$ cat src/rtl/transformation_block.sv
`timescale 1ns/1ps
`default_nettype none
// ============================================================================
// Module   : transformation_block
// Purpose  : Serial MAC computing FM_WM = FM x WM into a row-readable buffer.
//            Optional macro TRANS_SATURATE_EN clamps the accumulator instead
//            of wrapping.
// Revision : 1.0 - initial release
// ============================================================================
module transformation_block #(
  parameter int FEATURE_ROWS          = 6,
  parameter int FEATURE_COLS          = 96,
  parameter int WEIGHT_COLS           = 3,
  parameter int DATA_WIDTH            = 5,
  parameter int DOT_PROD_WIDTH        = 16,
  parameter int ADDRESS_WIDTH         = 13,
  parameter int COUNTER_FEATURE_WIDTH = $clog2(FEATURE_ROWS)
) (
  input  logic                             clk,
  input  logic                             reset,
  input  logic                             start,
  output logic [ADDRESS_WIDTH-1:0]         fm_address,
  output logic [ADDRESS_WIDTH-1:0]         wm_address,
  output logic                             enable_read,
  input  logic [DATA_WIDTH-1:0]            fm_data,
  input  logic [DATA_WIDTH-1:0]            wm_data,
  input  logic [COUNTER_FEATURE_WIDTH-1:0] fm_wm_read_row,
  output logic [DOT_PROD_WIDTH-1:0]        fm_wm_vector [0:WEIGHT_COLS-1],
  output logic                             done_trans
);

  localparam int c_k_width   = (FEATURE_COLS > 1) ? $clog2(FEATURE_COLS) : 1;
  localparam int c_col_width = (WEIGHT_COLS > 1) ? $clog2(WEIGHT_COLS) : 1;
  localparam int c_prod_width = 2 * DATA_WIDTH;

  localparam logic [c_k_width-1:0]             c_k_last   = c_k_width'(FEATURE_COLS - 1);
  localparam logic [c_col_width-1:0]           c_col_last = c_col_width'(WEIGHT_COLS - 1);
  localparam logic [COUNTER_FEATURE_WIDTH-1:0] c_row_last = COUNTER_FEATURE_WIDTH'(FEATURE_ROWS - 1);
  localparam logic [COUNTER_FEATURE_WIDTH:0]   c_rows     = (COUNTER_FEATURE_WIDTH + 1)'(FEATURE_ROWS);
  localparam logic [ADDRESS_WIDTH-1:0]         c_fcols    = ADDRESS_WIDTH'(FEATURE_COLS);

  localparam logic [2:0] c_st_idle  = 3'd0;
  localparam logic [2:0] c_st_fetch = 3'd1;
  localparam logic [2:0] c_st_drain = 3'd2;
  localparam logic [2:0] c_st_write = 3'd3;
  localparam logic [2:0] c_st_done  = 3'd4;

  logic [2:0]                       r_state;
  logic [2:0]                       w_next_state;
  logic [COUNTER_FEATURE_WIDTH-1:0] r_row;
  logic [c_col_width-1:0]           r_col;
  logic [c_k_width-1:0]             r_k;
  logic [DOT_PROD_WIDTH-1:0]        r_acc;
  logic                             r_rd_valid;
  logic [DOT_PROD_WIDTH-1:0]        r_buffer [0:FEATURE_ROWS-1][0:WEIGHT_COLS-1];

  logic [c_prod_width-1:0]          w_product;
  logic [DOT_PROD_WIDTH-1:0]        w_acc_next;
  logic [ADDRESS_WIDTH-1:0]         w_fm_addr;
  logic [ADDRESS_WIDTH-1:0]         w_wm_addr;

  assign w_product = {{DATA_WIDTH{1'b0}}, fm_data} * {{DATA_WIDTH{1'b0}}, wm_data};

`ifdef TRANS_SATURATE_EN
  logic [DOT_PROD_WIDTH:0] w_sum;
  assign w_sum      = {1'b0, r_acc} + {{(DOT_PROD_WIDTH + 1 - c_prod_width){1'b0}}, w_product};
  // Saturated acc stays all-ones since any further nonzero add overflows again.
  assign w_acc_next = w_sum[DOT_PROD_WIDTH] ? {DOT_PROD_WIDTH{1'b1}} : w_sum[DOT_PROD_WIDTH-1:0];
`else
  assign w_acc_next = r_acc + {{(DOT_PROD_WIDTH - c_prod_width){1'b0}}, w_product};
`endif

  assign w_fm_addr = c_fcols * ADDRESS_WIDTH'(r_row) + ADDRESS_WIDTH'(r_k);
  assign w_wm_addr = c_fcols * ADDRESS_WIDTH'(r_col) + ADDRESS_WIDTH'(r_k);

  always_ff @(posedge clk) begin
    if (!reset) r_state <= c_st_idle;
    else        r_state <= w_next_state;
  end

  always_comb begin
    w_next_state = r_state;
    case (r_state)
      c_st_idle:  if (start) w_next_state = c_st_fetch;
      c_st_fetch: if (r_k == c_k_last) w_next_state = c_st_drain;
      c_st_drain: w_next_state = c_st_write;
      c_st_write: begin
        if (r_row != c_row_last || r_col != c_col_last) w_next_state = c_st_fetch;
        else                                            w_next_state = c_st_done;
      end
      c_st_done:  if (!start) w_next_state = c_st_idle;
      default:    w_next_state = c_st_idle;
    endcase
  end

  always_comb begin
    enable_read = 1'b0;
    fm_address  = '0;
    wm_address  = '0;
    done_trans  = 1'b0;
    case (r_state)
      c_st_fetch: begin
        enable_read = 1'b1;
        fm_address  = w_fm_addr;
        wm_address  = w_wm_addr;
      end
      c_st_done:  done_trans = 1'b1;
      default:    ;
    endcase
  end

  // r_rd_valid marks the cycle where memory data belongs to the previous FETCH.
  always_ff @(posedge clk) begin
    if (!reset) begin
      r_row      <= '0;
      r_col      <= '0;
      r_k        <= '0;
      r_acc      <= '0;
      r_rd_valid <= 1'b0;
      for (int i = 0; i < FEATURE_ROWS; i++)
        for (int j = 0; j < WEIGHT_COLS; j++)
          r_buffer[i][j] <= '0;
    end else begin
      r_rd_valid <= (r_state == c_st_fetch);
      if (r_rd_valid) r_acc <= w_acc_next;
      case (r_state)
        c_st_idle: begin
          r_row <= '0;
          r_col <= '0;
          r_k   <= '0;
          r_acc <= '0;
        end
        c_st_fetch: if (r_k != c_k_last) r_k <= r_k + 1'b1;
        c_st_write: begin
          r_buffer[r_row][r_col] <= r_acc;
          r_acc <= '0;
          r_k   <= '0;
          if (r_row != c_row_last) begin
            r_row <= r_row + 1'b1;
          end else begin
            r_row <= '0;
            if (r_col != c_col_last) r_col <= r_col + 1'b1;
          end
        end
        default: ;
      endcase
    end
  end

  always_comb begin
    for (int c = 0; c < WEIGHT_COLS; c++) begin
      fm_wm_vector[c] = '0;
      if ({1'b0, fm_wm_read_row} < c_rows) fm_wm_vector[c] = r_buffer[fm_wm_read_row][c];
    end
  end

endmodule
`default_nettype wire

$ cat config.mk
export PLATFORM = sky130hd
export DESIGN_NAME = transformation_block
export DESIGN_NICKNAME = d
export VERILOG_FILES = /design/src/rtl/transformation_block.sv
export SDC_FILE = /design/constraint.sdc
export NUM_CORES = 1
export LEC_CHECK = 0
export BUFFER_PORTS_ARGS = -buffer_cell sky130_fd_sc_hd__buf_2
export CAP_MARGIN = 15
export CORE_ASPECT_RATIO = 0.7
export CORE_MARGIN = 5
export CORE_UTILIZATION = 30
export CTS_CLUSTER_DIAMETER = 200
export DETAILED_ROUTE_END_ITERATION = 8
export SYNTH_ARGS = -nofsm -noshare
export SYNTH_HDL_FRONTEND = slang
export SYNTH_SLANG_ARGS = --single-unit
$ cat constraint.sdc
create_clock -name clk -period 5.45 [get_ports clk]
set_clock_uncertainty 0.05 [all_clocks]
set_input_delay 0.545 -clock clk [delete_from_list [all_inputs] [get_ports clk]]
set_output_delay 0.545 -clock clk [all_outputs]
set_load 0.02 [all_outputs]
==> results.md, run 1 <==
* Status: finished, final reports clean
* R2R depth at 11
* Finished Cell Area at 18000 µm²
* Clk slew on worst S/H paths at approximately 70 ps
* Number of vias per cell at 4.91
* Fin. max-slew vios at 0
* CP Capture Type: flip-flop
* DRC viols at 0
* Vias in the first global route at 10000
* GRT overflow at 0
* Max_slew headroom at 0.237
* GP Congestion at 0.757
* Max Cap Viol at 0
* Post-synth top area share at 0.541
* CTS buffer count at 31
* RSZ-0062 raised after global routing: false
* Synth unique cells at 57
* Die height at 203 µm
* Most used flip-flop cell after synthesis: edfxtp_1
* Core Area at 52500 µm²
* # IOs at 92
* Post-DP HPWL at 26100 µm
* Worst reg2reg path endpoint: r_acc[12]$_SDFFE_PP0P_
* Area leader, netlist: edfxtp_1
* Top cells by area, synth: edfxtp_1, and2_1, mux4_2
* Synth async-reset ratio at 0
* Fmax at 231 MHz
* HP Class: in -> reg
* Peak supply drop at 0.241 mV
* Hold Violations, Final at 0
* CTS tree: yes
* H-tree levels at 1
* # Post-CTS Setup Buffers at 0
* Post-synthesis cell count at 1253
* Clk Latency, worst-skew pair at 570 ps
* Initial DRC count at 929
* Clk sinks at 320
* Routed WL at 40200 µm
* Netlist Area Pre-Place at 16000 µm²
* Die Wd at 286 µm
* Initial Util at 0.305
* Pwr per Cell Area at 306 nW/µm²
* Post-synth EDFFs at 288
* CTS Buffer Depth at 3
* Lkg Pwr at 6.77 nW
* Initial antenna violation count at 0
* Site Rows at 70
* Critical path class: reg -> reg
* DR pass1 iterations at 5
* Total GRT Usage at 0.136
* Tightest Pin Transition at 1140 ps
* Arrival time worst endpoint at 4760 ps
* DRT antenna net count at 0
* Area Overhead vs Synth at 12.9%
* RR Startpoint: r_acc[4]$_SDFFE_PP0P_
* Fraction of layout cells with a size suffix above 1 at 0.172
* WL/cell at 20.1 µm
* Most common cell in the netlist: edfxtp_1
* Routed vias at 9848
* Register bit total from synthesis at 320
* Crit path launch type: flip-flop
* Synth cell count leaders: edfxtp_1, and2_1, nor3_1
* Tcrit/Tclk final at 0.793
* Setup TNS at 0 ps
* Crit-path max FO at 19
* Final setup vio count at 0
* Cts hold-fix bufs at 0
* Die area at 58100 µm²
* Synthesis Warnings at 0
* IO Port Bufs at between 80 and 90
* CP Launch Point: r_acc[4]$_SDFFE_PP0P_
* Count of nets after finishing at ~1400
* First-pass GRT wire length at a little over 60000 µm
* Post-cts sizing count at 0
* Largest net degree at the start of global routing at 57
* CTS root buf: clkbuf_16
* Critical Path End: r_acc[12]$_SDFFE_PP0P_
* Reg-to-reg slack, setup at about 1100 ps
* Placed Area at 17000 µm²
* Worst EP required at 5890 ps
* Min Tclk post-route at roughly 4300 ps
* Register area share after synthesis at 0.581
* Final hold slack at 201 ps
* Avg Inst Size Synth at 12.8 µm²
state kept, by name, indices dropped and copies added (netlist names):
name and count:
r_col 2, r_k 7, r_rd_valid 1, r_state 3, r_acc 16, r_buffer 288
r_row 3
through the flow:
step | setup slack [ps] | instances | utilization | total power [mW]
2_1_floorplan | 1690 | 1257 | - | 3.23
3_3_place_gp | 1290 | 1946 | 0.325 | 3.40
3_5_place_dp | 1160 | 1946 | 0.325 | 3.41
4_1_cts | 1120 | 2003 | 0.344 | 5.58
5_1_grt | 813 | 2003 | 0.344 | 5.74
6_report | 1130 | 2004 | 0.344 | 5.53
power breakdown:
| group | switching, mW | internal (mW) | total (mW) |
|---|---|---|---|
| sequential | 0.0360 | 2.75 | 2.78 |
| combinational | 0.363 | 0.204 | 0.568 |
| clock | 0.941 | 1.24 | 2.18 |
| total | 1.34 | 4.19 | 5.53 |
layout make-up:
type	instances	area, µm²
Inverter	94	353
Clock buffer	39	806
Antenna cell	1	2.50
Clock inverter	18	195
Fill cell	5138	34400
Sequential cell	320	9290
Timing Repair Buffer	118	689
Tap cell	684	856
Multi-Input combinational cell	730	5850
worst max-delay path, cell delays in order, from the launching register on:
cell and delay, ps:
dfxtp_1 330, clkinv_1 530, fa_1 760, fa_1 440, fa_1 540, inv_1 40, ha_1 360, a211oi_1 430
o21ai_2 140, a211oi_2 350, o31ai_1 120, a21oi_1 170
layout by cell type, fill, tap and decap left out, drive strengths merged, types with 6 or more instances in the layout:
cell type / instances
edfxtp: 288
and2: 222
buf: 118
nor3: 94
inv: 93
nor2: 56
mux2i: 54
o22ai: 50
mux4: 48
clkbuf: 39
ha: 35
dfxtp: 32
o21ai: 26
fa: 20
a21oi: 19
nand2: 18
clkinv: 15
xor2: 10
xnor2: 7
nand4: 6
kinds of logic (layout without fill, tap and decap cells):
family                     Yosys count  after routing  synth area share
xor gates and xnor gates            17             17           0.00932
buffers and inverters              207            269            0.0546
muxes                              102            102             0.101
AOI/OAI and AO/OA                  121            121            0.0478
other                                1              6          0.000235
DFF                                320            320             0.581
adders and majority gates           55             55            0.0525
and+or+nand+nor                    430            430             0.153
routing by layer:
layer,part of all wire,global-route usage
met1,0.48,0.206
met2,0.44,0.207
met3,0.069,0.0290
met4,0.012,0.0189
met5,0,0
how the worst min path moves through the flow:
stage                                      start                       to  cells past startpoint
final                                      start  r_state[2]$_SDFFE_PN0P_                      3
after global routing                       start  r_state[2]$_SDFFE_PN0P_                      3
after CTS                                  start  r_state[2]$_SDFFE_PN0P_                      3
after detailed placement  r_acc[14]$_SDFFE_PP0P_   r_acc[14]$_SDFFE_PP0P_                      2
after global placement    r_acc[14]$_SDFFE_PP0P_   r_acc[14]$_SDFFE_PP0P_                      2
after floorplan           r_acc[14]$_SDFFE_PP0P_   r_acc[14]$_SDFFE_PP0P_                      2
(Power assumes the default switching activity.)
==> inputs of run 2 (changes only) <==
==> constraint.sdc (replaced) <==
create_clock -name clk -period 3.8 [get_ports clk]
set_clock_uncertainty 0.05 [all_clocks]
set_input_delay 0.38 -clock clk [delete_from_list [all_inputs] [get_ports clk]]
set_output_delay 0.38 -clock clk [all_outputs]
set_load 0.02 [all_outputs]
==> run 2 against run 1 <==
Fmax up 21%. Critical path depth up 1. Power up 44%. Via count up 1.7%. Critical endpoint unchanged. Die area unchanged. Setup slack worse by 910 ps. Clock power up 42%. Combinational power up 53%. Wire length up 2.1%. Hold slack worse by 170 ps. Cell count up 2.2%. Sequential share of layout area down 0.90 points.
==> results.md, run 2 (synthesis gave the netlist of run 1 again) <==
* Seq. cell area at 9290 µm² (unchanged)
* Max Cap Viol at 0 (unchanged)
* Finished Cell Area at 18400 µm² (+1.8%)
* WP buf/inv at 3 (+1)
* CTS root buf: clkbuf_16
* Vias in the first global route at 9981 (-0.60%)
* Fmax at 279 MHz (+21%)
* Routed vias at 10000 (+1.7%)
* CTS Buffer Depth at 3 (unchanged)
* # IOs at 92 (unchanged)
* Routed WL at 41000 µm (+2.1%)
* CTS buffer count at 31 (unchanged)
* H-tree levels at 1 (unchanged)
* Clk Latency, worst-skew pair at 570 ps (about the same)
* GRT overflow at 0 (unchanged)
* Number of vias per cell at 4.89 (-0.52%)
* Worst EP required at 4240 ps (-1650 ps)
* Sequential share of power at 0.501 (-0.002)
* CP Capture Type: flip-flop
* Initial antenna violation count at 1 (+1)
* Max_slew headroom at 0.386 (+0.149)
* Initial DRC count at 946 (+1.8%)
* NetSw at 1.91 mW (+42%)
* Largest stage delay, worst path at 550 ps (-210 ps)
* RSZ-0062 raised after global routing: false
* First-pass GRT wire length at 62500 µm (+1.4%)
* Non-filler cells, final at 2048 (+2.2%)
* Area of the multi-input gates at 5840 µm² (-0.26%)
* Max reg flops at 288 (unchanged)
* Status: finished, final reports clean
* Clock Power Share at 0.389 (-0.005)
* GP Congestion at 0.784 (+3.5%)
* Most frequent cells in the layout: edfxtp_1, and2_1, nor3_1
* # Post-CTS Setup Buffers at 0 (unchanged)
* Fin. max-slew vios at 0 (unchanged)
* Largest net degree at the start of global routing at 49 (-14%)
* Post-DP HPWL at 26900 µm (+2.8%)
* Placed Area at 17400 µm² (+2.0%)
* Core Area at 52500 µm² (unchanged)
* Peak supply drop at 0.350 mV (+45%)
* Critical path class: reg -> reg
* Crit path cell chain: inv_2 -> fa_1 -> fa_1 -> fa_1 -> inv_1 -> ha_1 -> a211oi_1 -> buf_4 -> o21ai_2 -> a211oi_2 -> or4_1 -> a21oi_1
* Count of nets after finishing at 1411 (+3.3%)
* Critical-path top delay cell: fa_1
* Post-cts sizing count at 0 (unchanged)
* Combinational cell fraction of total power at 0.110 (+0.007)
* Min Tclk post-route at 3580 ps (-738 ps)
* Tcrit/Tclk final at 0.943 (+0.150)
* Tightest Pin Transition at 920 ps (-224 ps)
* FILL cells at 5069 (-1.3%)
* Total GRT Usage at 0.138 (+0.00207)
* IO Port Bufs at 86 (unchanged)
* Fraction of layout cells with a size suffix above 1 at 0.194 (+0.0223)
* Pwr per Cell Area at 432 nW/µm² (+41%)
* Most numerous cell on the critical path: fa_1
* Crit-path leading delay family: adder cells
* Largest register by flop count: r_buffer
* DRC viols at 0 (unchanged)
* Site Rows at 70 (unchanged)
* DRT antenna net count at 0 (unchanged)
* Commonest non-fill, non-tap cell in the layout: edfxtp_1
* Arrival time worst endpoint at 4020 ps (-740 ps)
* Cts hold-fix bufs at 0 (unchanged)
* Final setup vio count at 0 (unchanged)
* CTS tree: yes
* Crit-path max FO at 4 (-15)
* Clk sinks at 320 (unchanged)
* Die area at 58100 µm² (unchanged)
* DP Cell Count at 1991 (+2.3%)
* Biggest regs: r_buffer (288), r_acc (16), r_k (7)
* Area Overhead vs Synth at 14.9%
* Crit path launch type: flip-flop
* WL/cell at 20.0 µm (-0.11%)
* HP Class: in -> reg
* DR pass1 iterations at 5 (unchanged)
* Initial Util at 0.305 (unchanged)
* Die height at 203 µm (unchanged)
* Die Wd at 286 µm (unchanged)
* Hold Violations, Final at 0 (unchanged)
* Int Pwr at 6.03 mW (+44%)
* Lkg Pwr at 6.97 nW (+3.0%)
* Clk slew on worst S/H paths at 70 ps (about the same)
* Final hold slack at 35.3 ps (-166 ps)
* Sw frac at 0.240 (-0.00222)
[run 2: cell types whose count changed in the layout (fill, tap and decap cells not counted), sizes merged]
| cell | previous run | this run |
|---|---|---|
| buf | 118 | 163 |
| clkinvlp | 0 | 1 |
| clkbuf | 39 | 46 |
| clkinv | 15 | 6 |
| bufinv | 4 | 3 |
| inv | 93 | 94 |
[run 2: worst min-delay path: stages]
cell and delay [ps]:
buf_2 90, a21oi_1 60, nor2_1 80
[run 2: cell type report]
type	instances	share of cell area
multi-input cells	730	0.318
clock buffers	46	0.0469
inverters	94	0.0192
well taps	684	0.0466
repair buffers	163	0.0566
diodes	1	0.000136
clock inverters	10	0.00688
flip-flops and latches	320	0.506
[run 2: through the flow]
stage | total power [mW] | utilization | TNS, ps | worst slack (ps)
5_1_grt | 8.25 | 0.350 | 0 | 12.0
6_report | 7.94 | 0.350 | 0 | 215
3_3_place_gp | 4.92 | 0.331 | -104 | -47.0
4_1_cts | 8.01 | 0.350 | 0 | 118
3_5_place_dp | 4.93 | 0.331 | -229 | -67.8
2_1_floorplan | 4.63 | - | 0 | 36.0
[run 2: final timing paths]
path                          start                       to  slack [ps]  cells past startpoint
max           r_acc[4]$_SDFFE_PP0P_   r_acc[12]$_SDFFE_PP0P_         220                     12
min                           start  r_state[2]$_SDFFE_PN0P_          40                      3
max reg2reg   r_acc[4]$_SDFFE_PP0P_   r_acc[12]$_SDFFE_PP0P_         220                     12
min reg2reg  r_acc[14]$_SDFFE_PP0P_   r_acc[14]$_SDFFE_PP0P_         440                      2
[run 2: layer usage]
layer / wire (µm) / global-route usage
met1: 19300 / 0.206
met4: 401 / 0.0168
met5: 0 / 0
met3: 3310 / 0.0346
met2: 18000 / 0.210
[run 2: power by group through the flow]
stage	clock network, mW	registers [mW]	logic, mW
floorplan	0	4.05	0.579
finish	3.09	3.98	0.871
detailed placement	0	4.06	0.877
global route	3.30	3.99	0.955
CTS	3.15	3.98	0.881
global placement	0	4.05	0.868
==> inputs of run 3 (changes only) <==
--- a/config.mk
+++ b/config.mk
@@ -12,6 +12,7 @@
 export CORE_UTILIZATION = 30
 export CTS_CLUSTER_DIAMETER = 200
 export DETAILED_ROUTE_END_ITERATION = 8
+export RECOVER_POWER = 50
 export SYNTH_ARGS = -nofsm -noshare
 export SYNTH_HDL_FRONTEND = slang
 export SYNTH_SLANG_ARGS = --single-unit
==> run 3 against run 2 <==
First-iteration DRC count shrank 9.0%. Hold slack got worse by 1.6 ps. Setup slack got worse by 6.3 ps. Non-clock buffer count stayed put. Highest routed layer unchanged.
==> results.md, run 3 (synthesis gave the netlist of run 1 again) <==
* Clock Power Share at 0.390 (about the same)
* Max reg flops at 288 (unchanged)
* Tcrit/Tclk final at 0.945 (+0.00166)
* R2R depth at 12 (unchanged)
* Initial Util at 0.305 (unchanged)
* Area Overhead vs Synth at 14.2%
* Vias in the first global route at 9981 (unchanged)
* Hold Violations, Final at 0 (unchanged)
* Clk slew on worst S/H paths at 70 ps (about the same)
* Count of nets after finishing at 1411 (unchanged)
* HP Class: in -> reg
* Crit path cell chain: inv_2 -> fa_1 -> fa_1 -> fa_1 -> inv_1 -> ha_1 -> a211oi_1 -> buf_4 -> o21ai_2 -> a211oi_2 -> or4_1 -> a21oi_1
* Cts hold-fix bufs at 0 (unchanged)
* Biggest regs: r_buffer (288), r_acc (16), r_k (7)
* Initial DRC count at 861 (-9.0%)
* Post-DP HPWL at 26900 µm (unchanged)
* Crit path launch type: flip-flop
* Status: finished, final reports clean
* Sw frac at 0.240 (about the same)
* Fin. max-slew vios at 0 (unchanged)
* CTS buffer count at 31 (unchanged)
* First-pass GRT wire length at 62500 µm (unchanged)
* Number of vias per cell at 4.90 (+0.27%)
* Lkg Pwr at 6.85 nW (-1.7%)
* Hold depth at 3 (unchanged)
* Most frequent cells in the layout: edfxtp_1, and2_1, nor3_1
* Finished Cell Area at 18200 µm² (-0.64%)
* Max Cap Viol at 0 (unchanged)
* Fraction of layout cells with a size suffix above 1 at 0.176 (-0.0183)
* DRT antenna net count at 0 (unchanged)
* Max_slew headroom at 0.210 (-0.176)
* CP Capture Type: flip-flop
* Clk sinks at 320 (unchanged)
* Crit-path max FO at 4 (unchanged)
* Die area at 58100 µm² (unchanged)
* # IOs at 92 (unchanged)
* GRT overflow at 0 (unchanged)
* Pwr per Cell Area at 435 nW/µm² (+0.52%)
* Clk Latency, worst-skew pair at 570 ps (about the same)
* WL/cell at 20.1 µm (+0.27%)
* DR pass1 iterations at 5 (unchanged)
* Antenna Cells at 0 (-1)
* CTS tree: yes
* Arrival time worst endpoint at 4030 ps (about the same)
* Largest net degree at the start of global routing at 49 (unchanged)
* Combinational cell fraction of total power at 0.108 (-0.002)
* Min Tclk post-route at 3590 ps (+6.31 ps)
* Core Area at 52500 µm² (unchanged)
* Fmax at 278 MHz (-0.18%)
* Setup TNS at 0 ps (unchanged)
* Final setup vio count at 0 (unchanged)
* Site Rows at 70 (unchanged)
* Sequential share of power at 0.502 (about the same)
* Critical path class: reg -> reg
* Routed WL at 41100 µm (+0.22%)
* Tightest Pin Transition at 1180 ps (+265 ps)
* Routed vias at 10000 (+0.22%)
* Most numerous cell on the critical path: fa_1
* RSZ-0062 raised after global routing: false
* IO Port Bufs at 86 (unchanged)
* Final hold slack at 33.7 ps (-1.56 ps)
* Int Pwr at 6.02 mW (-0.15%)
* DRC viols at 0 (unchanged)
* Power, Total at 7.93 mW (-0.12%)
* Util after Layout at 0.348 (-0.00224)
* Die height at 203 µm (unchanged)
* Peak supply drop at 0.354 mV (+1.1%)
* Placed Area at 17400 µm² (unchanged)
* Critical-path top delay cell: fa_1
* Initial antenna violation count at 1 (unchanged)
* Reg-to-reg slack, setup at 210 ps (about the same)
* CTS Buffer Depth at 3 (unchanged)
* GP Congestion at 0.784 (unchanged)
* Total GRT Usage at 0.138 (unchanged)
* Largest stage delay, worst path at 550 ps (about the same)
* Commonest non-fill, non-tap cell in the layout: edfxtp_1
* NetSw at 1.91 mW (about the same)
* H-tree levels at 1 (unchanged)
* Worst EP required at 4240 ps (about the same)
* CTS root buf: clkbuf_16
* Largest register by flop count: r_buffer
* Die Wd at 286 µm (unchanged)
==> run 3: cell count changes in the layout (fill, tap and decap cells not counted), sizes merged <==
cell	change
buf	-23
clkbuf	+23
diode	-1
==> run 3: critical path: cells and delay by family, from the launching register on <==
kind | cells | cell delay, ps
AOI/OAI and AO/OA | 4 | 530
adders and majority gates | 4 | 1860
and+or+nand+nor | 1 | 480
DFF | 1 | 340
buffers and inverters | 3 | 250
==> run 3: metrics by stage <==
stage | setup slack (ps) | cells
after floorplan | 36.0 | 1257
after global placement | -47.0 | 1991
after detailed placement | -67.8 | 1991
after CTS | 118 | 2047
after global routing | 12.2 | 2047
final | 209 | 2047
==> run 3: power by group through the flow <==
stage / Clock, mW / Combinational, mW / Sequential [mW]
floorplan: 0 / 0.579 / 4.05
global placement: 0 / 0.868 / 4.05
detailed placement: 0 / 0.877 / 4.06
CTS: 3.15 / 0.881 / 3.98
global route: 3.30 / 0.943 / 3.99
finish: 3.09 / 0.860 / 3.98
==> run 3: path summary, 6_finish.rpt <==
| kind | from | end |
|---|---|---|
| setup reg to reg | r_acc[4]$_SDFFE_PP0P_ | r_acc[12]$_SDFFE_PP0P_ |
| hold / removal | start | r_state[2]$_SDFFE_PN0P_ |
| hold reg to reg | r_acc[14]$_SDFFE_PP0P_ | r_acc[14]$_SDFFE_PP0P_ |
| setup / recovery | r_acc[4]$_SDFFE_PP0P_ | r_acc[12]$_SDFFE_PP0P_ |
==> run 3: layout make-up <==
cell class,count,area [µm²]
Clock buffer,46,862
Clock inverter,10,126
Fill cell,5102,34200
Inverter,94,353
Multi-Input combinational cell,730,5800
Sequential cell,320,9290
Tap cell,684,856
Timing Repair Buffer,163,967
==> run 3: what timing repair did <==
item | CTS | global route
gates resized for setup | 0 | 1
setup endpoints to repair | 0 | 2
buffers inserted | 0 | 0
==> run 3: layer usage <==
| layer | vias up | GRT usage | share of wire |
|---|---|---|---|
| met5 | - | 0 | 0 |
| met2 | 310 | 0.210 | 0.44 |
| li1 | 4626 | - | - |
| met4 | 0 | 0.0168 | 0.0098 |
| met3 | 32 | 0.0346 | 0.081 |
| met1 | 5066 | 0.206 | 0.47 |
